===== config.mk =====
export PLATFORM = sky130hd
export DESIGN_NAME = fetch_sequencer
export DESIGN_NICKNAME = d
export VERILOG_FILES = /design/src/rtl/fetch_sequencer.sv
export SDC_FILE = /design/constraint.sdc
export NUM_CORES = 1
export LEC_CHECK = 0
export BUFFER_PORTS_ARGS = -buffer_cell sky130_fd_sc_hd__buf_4
export CORE_MARGIN = 8
export CORE_UTILIZATION = 40
export CTS_CLUSTER_SIZE = 16
export DETAILED_ROUTE_END_ITERATION = 8
export GPL_ROUTABILITY_DRIVEN = 0
export PLACE_DENSITY = 0.68
export REMOVE_ABC_BUFFERS = 1
export SLEW_MARGIN = 25
export SYNTH_ARGS = -nofsm -noshare
export SYNTH_HDL_FRONTEND = slang
export SYNTH_SLANG_ARGS = --single-unit

===== constraint.sdc =====
create_clock -name clk -period 2.7 [get_ports clk]
set_input_delay 0.675 -clock clk [delete_from_list [all_inputs] [get_ports clk]]
set_output_delay 0.675 -clock clk [all_outputs]
set_load 0.005 [all_outputs]

===== src/rtl/fetch_sequencer.sv =====
// fetch_sequencer: 4004-style fetch front end (PC, microcycle counter, address/instruction bus phases).
// Optional two-word fetch enabled by defining FETCH_TWO_WORD_EN.
module fetch_sequencer #(
  parameter int DATA_W       = 4,
  parameter int ADDR_NIBBLES = 3,
  parameter int CYCLE_LEN    = 8,
  parameter int RESET_PC     = 0
) (
  input  logic                           clk,
  input  logic                           rst,
  input  logic                           stall,
  input  logic                           jump_valid,
  input  logic [DATA_W*ADDR_NIBBLES-1:0] jump_addr,
  input  logic [DATA_W-1:0]              bus_in,
  output logic [DATA_W-1:0]              bus_out,
  output logic                           bus_oe,
  output logic                           sync,
  output logic [2:0]                     cycle,
  output logic [DATA_W-1:0]              opr,
  output logic [DATA_W-1:0]              opa,
  output logic                           instr_valid,
  output logic                           second_word,
  output logic [DATA_W-1:0]              opr2,
  output logic [DATA_W-1:0]              opa2,
  output logic [DATA_W*ADDR_NIBBLES-1:0] pc
);
  localparam int PW = DATA_W * ADDR_NIBBLES;
  localparam int CW = ($clog2(CYCLE_LEN) < 3) ? 3 : $clog2(CYCLE_LEN);
  localparam logic [CW-1:0] LAST = CW'(CYCLE_LEN - 1);
  localparam logic [CW-1:0] AN   = CW'(ADDR_NIBBLES);
  localparam logic [CW-1:0] M1   = CW'(ADDR_NIBBLES);
  localparam logic [CW-1:0] M2   = CW'(ADDR_NIBBLES + 1);

  if (CYCLE_LEN < ADDR_NIBBLES + 2) begin : g_len_check
    $error("fetch_sequencer: CYCLE_LEN must be >= ADDR_NIBBLES+2");
  end

  logic [CW-1:0] cnt, nxt, idx;
  logic [PW-1:0] addr, pc_nxt, src;
  logic          run, last, pend;

  // run is clear only between reset and the first clock that enters cycle 0
  always_comb begin
    last   = cnt == LAST;
    nxt    = last ? '0 : cnt + 1'b1;
    idx    = run ? nxt : '0;
    pc_nxt = (jump_valid && !pend) ? jump_addr : pc + 1'b1;
    src    = !run ? pc : (last ? pc_nxt : addr);
  end

  assign cycle       = cnt[2:0];
  assign instr_valid = last && !stall && !pend;

  always_ff @(posedge clk or posedge rst)
    if (rst) begin
      cnt     <= '0;
      run     <= 1'b0;
      pc      <= PW'(RESET_PC);
      addr    <= PW'(RESET_PC);
      bus_out <= '0;
      bus_oe  <= 1'b0;
      sync    <= 1'b0;
    end else if (!stall) begin
      run    <= 1'b1;
      bus_oe <= idx < AN;
      sync   <= idx == '0;
      if (run) cnt <= nxt;
      if (run && last) pc <= pc_nxt;
      if (!run || last) addr <= src;
      if (idx < AN) bus_out <= DATA_W'(src >> (DATA_W * idx));
    end

`ifdef FETCH_TWO_WORD_EN
  logic                sw;
  logic [DATA_W-1:0]   opr2_r, opa2_r;
  assign pend = !sw && (opr == DATA_W'(1) || (opr == DATA_W'(2) && !opa[0]) ||
                        opr == DATA_W'(4) || opr == DATA_W'(5) || opr == DATA_W'(7));
  assign second_word = sw;
  assign opr2        = opr2_r;
  assign opa2        = opa2_r;

  always_ff @(posedge clk or posedge rst)
    if (rst) begin
      opr    <= '0;
      opa    <= '0;
      opr2_r <= '0;
      opa2_r <= '0;
      sw     <= 1'b0;
    end else if (!stall && run) begin
      if (cnt == M1 && !sw) opr <= bus_in;
      if (cnt == M2 && !sw) opa <= bus_in;
      if (cnt == M1 && sw) opr2_r <= bus_in;
      if (cnt == M2 && sw) opa2_r <= bus_in;
      if (last) sw <= pend;
    end
`else
  assign pend        = 1'b0;
  assign second_word = 1'b0;
  assign opr2        = '0;
  assign opa2        = '0;

  always_ff @(posedge clk or posedge rst)
    if (rst) begin
      opr <= '0;
      opa <= '0;
    end else if (!stall && run) begin
      if (cnt == M1) opr <= bus_in;
      if (cnt == M2) opa <= bus_in;
    end
`endif
endmodule


==> flow_metrics.py <==
metrics = {
    "sta": {
        "max_slew.worst_pin.slew_ns": 0.6014,
        "grt_setup_unrepaired": "false",
        "clock_skew_ns": 0.008763,
        "hold_viol": 0,
        "post-route-period-util_pct": 95.12,
        "setup_viol": 0,
        "holdWs_ns": 0.4812,
        "clock.fmax_mhz": 389.4,
        "timing.final.crit_period_ns": 2.568,
        "drv_slew": 0,
        "max_slew_margin_pct": 59.57,
        "fin_tns_setup_ns": 0,
    },
    "drt": {
        "vias": 2348,
        "drt-pass1-iter-count": 4,
        "wl_microns": 7209,
        "ant_nets": 0,
        "drtIter0Drc": 165,
        "drc_errors": 0,
        "via_per_inst": 5.564,
        "wl_per_cell_microns": 17.08,
    },
    "placement": {
        "hpwlAfterDp_microns": 5369,
        "place_area_sq_um": 2978,
        "port_buffers": 49,
    },
    "hold_path": {
        "worstHoldPathType": "reg -> reg",
    },
    "logic_synthesis": {
        "synth_cell_types": 54,
        "syn_area_sq_um": 2574,
        "async_flop_share_pct": 100.0,
        "synth_edf_count": 0,
        "ys_seq_area_share_pct": 40.84,
        "synth-simple-area-share_pct": 21.10,
        "synth_top_family_by_area": "compound AO/OA/AOI/OAI gates",
        "synth-adder-area-share_pct": 2.431,
        "synth_flop_cell": "dfrtp_1",
        "ys_warn_count": 0,
        "synth_xor_xnor_area_share_pct": 0.6806,
        "synthMuxAreaShare_pct": 5.591,
        "synthCells": 299,
        "synth_seq_cells": 42,
        "syn_area_per_cell_sq_um": 8.608,
        "synth_compound_area_share_pct": 21.49,
    },
    "power": {
        "p_leak_uw": 0.001385,
        "p_total_uw": 2970,
        "p_per_area_nw_per_um2": 967.1,
        "peakVddDrop_uv": 455.0,
    },
    "cells_and_area": {
        "area_growth_pct": 19.30,
        "layout-drive-gt1-share_pct": 26.38,
        "diodes": 0,
        "final_nets": 369,
        "post-route-cell-area_sq_um": 3070,
    },
    "clocking": {
        "root_buffer": "clkbuf_8",
        "ctsLongestPathBuffers": 2,
        "clk_latency_ns": 0.30,
        "postCtsHoldBufs": 0,
        "cts_buffers": 5,
        "clkTransAtPathRegs_ns": 0.09,
        "cts.sinks": 42,
        "htreeDepth": 2,
        "postCtsSetupBuffers": 0,
        "cts_tree": "yes",
    },
    "worst_setup_path": {
        "cp.required_ns": 2.03,
        "cp-start-kind": "flop",
        "path_class": "reg -> out",
        "end_kind": "output pin",
        "cp_max_fo": 16,
        "worstPathArrival_ns": 1.89,
    },
    "floorplanning": {
        "die_w_microns": 96.22,
        "fp-row-count": 29,
        "core-area_sq_um": 6277,
        "io_pins": 59,
        "fp.dieH_microns": 96.22,
        "start_util_pct": 41.00,
        "die_area_sq_um": 9257,
    },
    "global_route": {
        "grt_max_degree": 43,
        "grt_pass1_wl_microns": 11670,
        "track_usage_pct": 16.02,
        "antenna_found_initial": 0,
        "grt_pass1_vias": 2258,
        "grt_overflow": 0,
    },
    "run_status": {
        "status": "finished clean",
    },
    "job": {
        "drv_cap": 0,
    },
}
==> layout make-up <==
| cell class | instances | area [sq um] |
|---|---|---|
| fillers | 634 | 3207 |
| multi-input cells | 226 | 1356 |
| flip-flops and latches | 42 | 1051 |
| repair buffers | 58 | 435.4 |
| well taps | 77 | 96.34 |
| clock buffers | 5 | 68.82 |
| inverters | 11 | 41.29 |
| clock inverters | 3 | 21.27 |
==> sequential cells by signal, summed over array words and instances, names as in the netlist <==
signal   cells
opr          4
pc          12
bus_out      4
run          1
opa          4
cycle        3
bus_oe       1
sync         1
addr        12
==> where the power goes <==
part,internal [uW],total [uW],leakage (uW),switching [uW]
clock network,182,416,0.0000441,234
registers,912,1220,0.000501,307
logic,691,1330,0.000839,643
==> cell usage in the layout (no fill, tap or decap), types with 3 or more instances in the layout <==
cell type / count
buf_4: 58
nand2_1: 42
dfrtp_1: 42
o21ai_0: 28
nor2_1: 24
a21oi_1: 20
inv_1: 11
mux2_2: 11
nand3_1: 9
conb_1: 9
nand2b_1: 6
o31ai_1: 5
a31oi_1: 5
clkbuf_8: 5
nor2b_1: 4
o22ai_1: 4
ha_1: 4
nor4_1: 3
and2_1: 3
or2_2: 3
o32ai_1: 3
a21o_1: 3
==> worst paths after layout <==
path                                 startpoint              endpoint  slack, ns  cells past startpoint
min reg2reg                  bus_oe$_DFFE_PP0N_    bus_oe$_DFFE_PP0N_       0.48                      1
max in group asynchronous                   rst     pc[2]$_DFFE_PP0P_       1.82                      3
max reg2reg                   pc[0]$_DFFE_PP0P_  addr[10]$_DFFE_PP0P_       0.46                      6
max                        cycle[0]$_DFFE_PP0P_           instr_valid       0.13                      5
min                          bus_oe$_DFFE_PP0N_    bus_oe$_DFFE_PP0N_       0.48                      1
min in group asynchronous                   rst    opa[3]$_DFFE_PP0P_       0.50                      3
==> cells by family (layout without fill, tap and decap cells) <==
kind of cell | Yosys count | in the layout
AO/OA/AOI/OAI | 87 | 87
adder cells (fa/ha/maj) | 5 | 5
flip-flops | 42 | 42
AND/OR/NAND/NOR | 110 | 110
buffers and inverters | 39 | 77
multiplexers | 13 | 13
XOR/XNOR | 2 | 2
other | 1 | 9
==> per-stage QoR <==
stage               setup slack [ns]  util, %  instances
finish                        0.1316    48.91        422
global route                0.003945    48.91        422
CTS                           0.1313    48.91        422
floorplan                     0.2271        -        279
detailed placement            0.3150    47.44        414
global placement              0.3918    47.44        414
==> repair_timing <==
item | CTS | global route
hold endpoints to repair | 0 | 0
endpoints found under the setup margin | 1 | 0
resized for setup | 1 | 0
==> critical path, stage by stage (launching register included) <==
cell and delay (ns):
dfrtp_1 0.50, ha_1 0.25, ha_2 0.37, inv_1 0.19
nor2_1 0.16, buf_4 0.12
==> synth_stat cells (all sizes together) (4+ instances only) <==
cell type / instances / area share, %
nor2b: 4 / 0.97
dfrtp: 42 / 41
o22ai: 4 / 0.97
nand2: 42 / 6.1
nand2b: 6 / 1.5
a21oi: 20 / 3.9
nand3: 9 / 1.7
o31ai: 5 / 1.5
ha: 5 / 2.4
a31oi: 5 / 1.2
buf: 19 / 4.8
mux2: 11 / 4.8
nor2: 24 / 3.5
clkbuf: 9 / 1.4
inv: 11 / 1.6
o21ai: 30 / 6.0
==> per-layer routing <==
| metal | wire length [microns] | global-route usage, % | up-vias | share of wire (%) |
|---|---|---|---|---|
| li1 | - | - | 1135 | - |
| met1 | 3174 | 21.16 | 1106 | 44 |
| met2 | 3294 | 25.48 | 95 | 46 |
| met3 | 617 | 3.276 | 12 | 8.6 |
| met4 | 123 | 5.250 | 0 | 1.7 |
| met5 | 0 | 0 | - | 0 |
No activity file was read; power rests on OpenSTA's default activity.
